`src/rtl/reg_status_file_pkg.sv`:
```
// ---------------------------------------------------------------------------
// reg_status_file_pkg
//   Shared constants for the architectural register file / rename table:
//   default ROB tag width and data width, register index width, register
//   count and the hard-wired x0 index.
//   Optional feature macro used by the files of this block:
//     REG_COMMIT_BYPASS_EN - forward a same-cycle commit into the lookups.
// ---------------------------------------------------------------------------
package reg_status_file_pkg;

  localparam int ROB_W_DFLT = 4;
  localparam int XLEN_DFLT  = 32;
  localparam int REG_IDX_W  = 5;
  localparam int NUM_REGS   = 1 << REG_IDX_W;

  localparam logic [REG_IDX_W-1:0] REG_X0 = '0;

endpackage : reg_status_file_pkg

```
`src/rtl/reg_status_lookup.sv`:
```
// ---------------------------------------------------------------------------
// reg_status_lookup
//   One combinational operand read port of the register status file.
//   Returns the committed value (rd_rdy=1) or the producing ROB tag
//   zero-extended (rd_rdy=0). x0 always reads 0, ready.
//   Macro REG_COMMIT_BYPASS_EN adds forwarding of a same-cycle commit whose
//   tag matches the current producer of the looked-up register.
// Ports:
//   idx       in  register index to look up
//   val_arr   in  committed values of all registers
//   busy_arr  in  rename-pending flags of all registers
//   tag_arr   in  producer ROB tags of all registers
//   byp_en    in  (bypass build) a commit really happens this cycle
//   cm_rd     in  (bypass build) commit destination
//   cm_val    in  (bypass build) commit value
//   cm_name   in  (bypass build) commit ROB tag
//   rd_val    out value or zero-extended tag
//   rd_rdy    out 1 = rd_val is a value
// ---------------------------------------------------------------------------
module reg_status_lookup
  import reg_status_file_pkg::*;
#(
  parameter int ROB_W = ROB_W_DFLT,
  parameter int XLEN  = XLEN_DFLT
) (
  input  logic [REG_IDX_W-1:0]           idx,
  input  logic [NUM_REGS-1:0][XLEN-1:0]  val_arr,
  input  logic [NUM_REGS-1:0]            busy_arr,
  input  logic [NUM_REGS-1:0][ROB_W-1:0] tag_arr,
`ifdef REG_COMMIT_BYPASS_EN
  input  logic                           byp_en,
  input  logic [REG_IDX_W-1:0]           cm_rd,
  input  logic [XLEN-1:0]                cm_val,
  input  logic [ROB_W-1:0]               cm_name,
`endif
  output logic [XLEN-1:0]                rd_val,
  output logic                           rd_rdy
);

  // NOTE: every output gets a default first so no path through the block
  // leaves it unassigned, which would otherwise infer a latch.
  always_comb begin
    rd_val = '0;
    rd_rdy = 1'b1;
    if (idx != REG_X0) begin
      if (busy_arr[idx]) begin
        rd_val[ROB_W-1:0] = tag_arr[idx];
        rd_rdy            = 1'b0;
      end else begin
        rd_val = val_arr[idx];
      end
`ifdef REG_COMMIT_BYPASS_EN
      // Only the commit from the current producer may resolve the operand;
      // a stale commit leaves the younger tag in place.
      if (byp_en && (cm_rd == idx) && busy_arr[idx] && (tag_arr[idx] == cm_name)) begin
        rd_val = cm_val;
        rd_rdy = 1'b1;
      end
`endif
    end
  end

endmodule : reg_status_lookup

```
`src/rtl/reg_status_file.sv`:
```
// ---------------------------------------------------------------------------
// reg_status_file
//   Architectural register file plus rename/busy table. Serves two
//   combinational operand lookups, records the producer ROB tag of rd on
//   issue, retires values on ROB commit and drops all renames on flush.
//   Macro REG_COMMIT_BYPASS_EN: lookups forward a matching same-cycle commit.
// Ports:
//   clk, rst            clock; asynchronous active-low reset
//   rdy                 global enable, all state holds when 0
//   REG_rs1/REG_rs2     lookup indices
//   REG_rs1_val/_rdy    operand 1 value-or-tag and ready flag
//   REG_rs2_val/_rdy    operand 2 value-or-tag and ready flag
//   REG_sgn, REG_rd     issue renames REG_rd to ROB_name
//   ROB_name            tag of the issuing instruction
//   CM_sgn, CM_rd       ROB commit of a register-writing entry
//   CM_val, CM_name     commit value and committing tag
//   FLUSH_sgn           drop every pending rename
// ---------------------------------------------------------------------------
module reg_status_file
  import reg_status_file_pkg::*;
#(
  parameter int ROB_W = ROB_W_DFLT,
  parameter int XLEN  = XLEN_DFLT
) (
  input  logic                 clk,
  input  logic                 rst,
  input  logic                 rdy,
  input  logic [REG_IDX_W-1:0] REG_rs1,
  input  logic [REG_IDX_W-1:0] REG_rs2,
  output logic [XLEN-1:0]      REG_rs1_val,
  output logic [XLEN-1:0]      REG_rs2_val,
  output logic                 REG_rs1_rdy,
  output logic                 REG_rs2_rdy,
  input  logic                 REG_sgn,
  input  logic [REG_IDX_W-1:0] REG_rd,
  input  logic [ROB_W-1:0]     ROB_name,
  input  logic                 CM_sgn,
  input  logic [REG_IDX_W-1:0] CM_rd,
  input  logic [XLEN-1:0]      CM_val,
  input  logic [ROB_W-1:0]     CM_name,
  input  logic                 FLUSH_sgn
);

  if (ROB_W > XLEN) begin : g_bad_cfg
    $error("reg_status_file: ROB_W must not exceed XLEN");
  end

  logic [NUM_REGS-1:0][XLEN-1:0]  val_q,  val_d;
  logic [NUM_REGS-1:0]            busy_q, busy_d;
  logic [NUM_REGS-1:0][ROB_W-1:0] tag_q,  tag_d;

  always_comb begin
    val_d  = val_q;
    busy_d = busy_q;
    tag_d  = tag_q;
    if (rdy) begin
      if (CM_sgn && (CM_rd != REG_X0)) begin
        val_d[CM_rd] = CM_val;
        // A mismatching tag means a younger producer owns the register.
        if (busy_q[CM_rd] && (tag_q[CM_rd] == CM_name)) begin
          busy_d[CM_rd] = 1'b0;
        end
      end
      // Applied after the commit so a same-register issue wins busy/tag.
      if (FLUSH_sgn) begin
        busy_d = '0;
      end else if (REG_sgn && (REG_rd != REG_X0)) begin
        busy_d[REG_rd] = 1'b1;
        tag_d[REG_rd]  = ROB_name;
      end
    end
    val_d[REG_X0]  = '0;
    busy_d[REG_X0] = 1'b0;
    tag_d[REG_X0]  = '0;
  end

  // NOTE: the storage is reset on purpose: lookups must read value 0,
  // ready, for every register straight after reset, including entries that
  // were busy before it. Flops use non-blocking assignments only.
  always_ff @(posedge clk or negedge rst) begin
    if (!rst) begin
      val_q  <= '0;
      busy_q <= '0;
      tag_q  <= '0;
    end else begin
      val_q  <= val_d;
      busy_q <= busy_d;
      tag_q  <= tag_d;
    end
  end

`ifdef REG_COMMIT_BYPASS_EN
  logic byp_en;
  assign byp_en = rdy & CM_sgn;
`endif

  reg_status_lookup #(.ROB_W(ROB_W), .XLEN(XLEN)) u_lookup_rs1 (
    .idx      (REG_rs1),
    .val_arr  (val_q),
    .busy_arr (busy_q),
    .tag_arr  (tag_q),
`ifdef REG_COMMIT_BYPASS_EN
    .byp_en   (byp_en),
    .cm_rd    (CM_rd),
    .cm_val   (CM_val),
    .cm_name  (CM_name),
`endif
    .rd_val   (REG_rs1_val),
    .rd_rdy   (REG_rs1_rdy)
  );

  reg_status_lookup #(.ROB_W(ROB_W), .XLEN(XLEN)) u_lookup_rs2 (
    .idx      (REG_rs2),
    .val_arr  (val_q),
    .busy_arr (busy_q),
    .tag_arr  (tag_q),
`ifdef REG_COMMIT_BYPASS_EN
    .byp_en   (byp_en),
    .cm_rd    (CM_rd),
    .cm_val   (CM_val),
    .cm_name  (CM_name),
`endif
    .rd_val   (REG_rs2_val),
    .rd_rdy   (REG_rs2_rdy)
  );

endmodule : reg_status_file

```
`config.mk`:
```
export PLATFORM = sky130hd
export DESIGN_NAME = reg_status_file
export DESIGN_NICKNAME = d
export VERILOG_FILES = /design/src/rtl/reg_status_file_pkg.sv /design/src/rtl/reg_status_lookup.sv /design/src/rtl/reg_status_file.sv
export SDC_FILE = /design/constraint.sdc
export NUM_CORES = 2
export LEC_CHECK = 0
export BUFFER_PORTS_ARGS = -buffer_cell sky130_fd_sc_hd__buf_2
export CAP_MARGIN = 20
export CORE_MARGIN = 4
export CORE_UTILIZATION = 38
export CTS_CLUSTER_SIZE = 28
export DETAILED_ROUTE_END_ITERATION = 16
export GPL_ROUTABILITY_DRIVEN = 0
export PLACE_DENSITY = 0.59
export REMOVE_ABC_BUFFERS = 1
export SLEW_MARGIN = 10
export SYNTH_ARGS = -nofsm -noshare
export SYNTH_HDL_FRONTEND = slang
export SYNTH_HIERARCHICAL = 1
export SYNTH_SLANG_ARGS = --single-unit
```
`constraint.sdc`:
```
create_clock -name clk -period 3.65 [get_ports clk]
set_input_delay 0.5475 -clock clk [delete_from_list [all_inputs] [get_ports clk]]
set_output_delay 0.5475 -clock clk [all_outputs]
set_load 0.02 [all_outputs]
```
==> results.py <==
metrics = {
    "logic_synthesis": {
        "synth_ff_type": "dfrtp_1",
        "synth_edf_count": 0,
        "synth_top_cells_by_area": "dfrtp_1 45%, mux4_2 25%, mux2_2 20%",
        "avgSynthCellArea_um2": 15.70,
        "ys_types": 58,
        "async_flop_share": 1.000,
        "syn-cell-area_um2": 63880,
        "yosysSeqAreaShare": 0.4494,
        "ys_ff_latch": 1147,
        "ys_warn_count": 6,
        "synth.top_cell.area_share": 0.4494,
        "synth_top_area_cell": "dfrtp_1",
        "syn-instance-count": 4068,
    },
    "clock_tree": {
        "cts_buffers": 134,
        "clk_latency_ns": 0.77,
        "cts.clk_slew.worst_paths_ns": 0.06,
        "clockBufferDepth": 3,
        "htreeDepth": 4,
        "root_buffer": "clkbuf_16",
        "clock_sinks": 1147,
        "cts_tree": "done",
    },
    "floorplanning": {
        "rows": 150,
        "core-area_um2": 167000,
        "io_pins": 132,
        "chipWidth_um": 418.0,
        "die_h_um": 418.0,
        "start_util": 0.3824,
        "die_area_um2": 174700,
    },
    "finish": {
        "nets": 4325,
        "syn2layout_area_growth_pct": 15.55,
        "final_cells": 6574,
        "mostFrequentLayoutCell": "dfrtp_1",
        "drive_gt1_frac": 0.5718,
        "final_cell_mix": "1147 x dfrtp_1, 1109 x mux2_2, 715 x mux4_2, 176 x buf_4, 164 x mux2i_1",
        "final_area_um2": 73810,
    },
    "critical_path": {
        "worstPathRequired_ns": 3.10,
        "timing.critical_path.max_delay_family": "multiplexers",
        "cp_cell_sequence": "buf_16 > buf_16 > buf_12 > mux4_2 > mux4_2 > mux2i_2 > nor2_1 > buf_4 > buf_2",
        "endpoint_kind": "output pin",
        "cpPeakStageDelay_ns": 0.52,
        "critical_path_class": "in -> out",
        "rr_startpoint": "tag_q[29]$_DFFE_PN0P_",
        "cp-start-kind": "primary input",
        "cp-startpoint": "REG_rs1[0]",
        "arrival_ns": 2.99,
        "cpMaxStageDelayCell": "mux4_2",
        "critPathBufInv": 5,
        "path_max_fanout": 26,
    },
    "timing": {
        "fin_crit_ns": 3.540,
        "worstMarginPinSlew_ns": 1.075,
        "setup_viol": 0,
        "fmax_mhz": 282.5,
        "finClkSkew_ns": 0.03639,
        "relSlewSlack": 0.2834,
        "rsz0062_at_grt": "no",
        "finalCritPeriodShare": 0.9699,
        "hold_violations": 0,
        "slew_violations": 0,
    },
    "worst_hold_path": {
        "hold_class": "in -> reg",
        "min_from": "FLUSH_sgn",
    },
    "grt": {
        "grt.overflow.total": 0,
        "antenna_found_initial": 12,
        "grt_first_pass_wirelength_um": 300200,
        "grt_pass1_vias": 41650,
        "grtUsageTotal": 0.2346,
        "grt_max_degree": 115,
    },
    "place": {
        "place_inst": 6313,
        "dpl.hpwl_um": 124000,
        "place_area_um2": 69200,
        "io_buffers": 131,
    },
    "power_and_ir_drop": {
        "p_total_mw": 35.62,
        "cellPowerDensity_nw_per_um2": 482.7,
        "vdd_drop_max_v": 0.0004985,
        "power.leakage_nw": 32.83,
    },
    "run": {
        "max-cap-violations": 0,
    },
    "drt": {
        "ant_nets": 0,
        "wl_um": 203600,
        "viasPerCell": 6.070,
        "wire_per_inst_um": 30.97,
        "vias": 39900,
        "drt-initial-drc-count": 3221,
        "drc": 0,
        "dr.pass1.iters": 5,
    },
    "outcome": {
        "status": "finished, final reports clean",
    },
}
## synthesized netlist by cell type, types with 9 or more instances
master	instances
nand2_1	78
a22oi_1	25
mux4_2	715
nand2b_1	12
buf_4	31
nand3_1	15
buf_6	20
inv_1	15
dfrtp_1	1147
and4_1	9
nor2b_1	15
mux2i_1	166
clkbuf_1	176
buf_1	64
nor2_1	102
o21ai_0	12
buf_2	141
mux2_2	1109
o22ai_1	22
a21oi_1	48
## flip-flops by register name, indices dropped and copies added (netlist names)
name,flops
tag_q,124
val_q,992
busy_q,31
## cell type report
class	count	area, um2
Clock inverter	49	558.0
Inverter	15	56.30
Fill cell	14830	93230
Multi-Input combinational cell	2546	33560
Clock buffer	190	3857
Antenna cell	8	20.02
Sequential cell	1147	28700
Tap cell	2204	2758
Timing Repair Buffer	415	4294
## per-layer routing
| metal | vias up | wire length, um | GRT usage |
|---|---|---|---|
| met1 | 21970 | 87010 | 0.3226 |
| met5 | - | 0 | 0 |
| met3 | 332 | 10190 | 0.03429 |
| met4 | 0 | 7145 | 0.07994 |
| met2 | 1273 | 99220 | 0.3832 |
| li1 | 16330 | - | - |
## per-stage QoR
step | TNS (ns) | util | hold slack (ns) | worst slack, ns
finish | 0 | 0.4419 | 0.2328 | 0.1097
global route | 0 | 0.4418 | 0.1998 | 0.01529
CTS | 0 | 0.4409 | 0.1793 | 0.009583
detailed placement | -0.2298 | 0.4143 | 0.4927 | -0.09666
global placement | -0.3066 | 0.4143 | 0.4805 | -0.1191
floorplan | -23.45 | - | 0.2519 | -0.7327
## cells by family (layout without fill, tap and decap cells)
| kind of cell | Yosys count | count (layout) | synth area share |
|---|---|---|---|
| compound gates | 162 | 162 | 0.01692 |
| mux | 1997 | 1997 | 0.4749 |
| flops | 1147 | 1147 | 0.4494 |
| buf+inv | 448 | 669 | 0.03328 |
| xor+xnor | 3 | 3 | 0.0004114 |
| simple gates | 310 | 310 | 0.02511 |
| other cells | 1 | 82 | 0.00005871 |
## final timing paths
check	to	slack [ns]	cells after the start
hold reg to reg	val_q[964]$_DFFE_PN0P_	0.51	1
setup / recovery	REG_rs1_val[13]	0.11	9
hold / removal	busy_q[18]$_DFFE_PN0P_	0.23	3
setup reg to reg	busy_q[3]$_DFFE_PN0P_	0.98	8
min in group asynchronous	val_q[774]$_DFFE_PN0P_	0.37	2
max in group asynchronous	val_q[873]$_DFFE_PN0P_	2.04	3
## what timing repair did
item / CTS / global route
pin swaps: 0 / 1
hold buffers: 1 / 0
endpoints found under the hold margin: 21 / 0
buffers inserted: 0 / 13
endpoints found under the setup margin: 3 / 3
gates resized for setup: 3 / 6
## worst register-to-register path, cell delays in order, from the launching register on
cell      delay, ns
dfrtp_1        0.41
mux2i_1        0.30
o22ai_1        0.14
or4_1          0.56
nor3_2         0.25
o211ai_1       0.17
nor4b_4        0.32
buf_4          0.25
a41oi_1        0.12
## power by group
| part | switching [mW] | total [mW] | internal (mW) |
|---|---|---|---|
| clock | 5.60 | 13.6 | 7.96 |
| combinational | 2.72 | 6.50 | 3.78 |
| sequential | 1.23 | 15.6 | 14.3 |
Power figures use the tool's default switching activity.
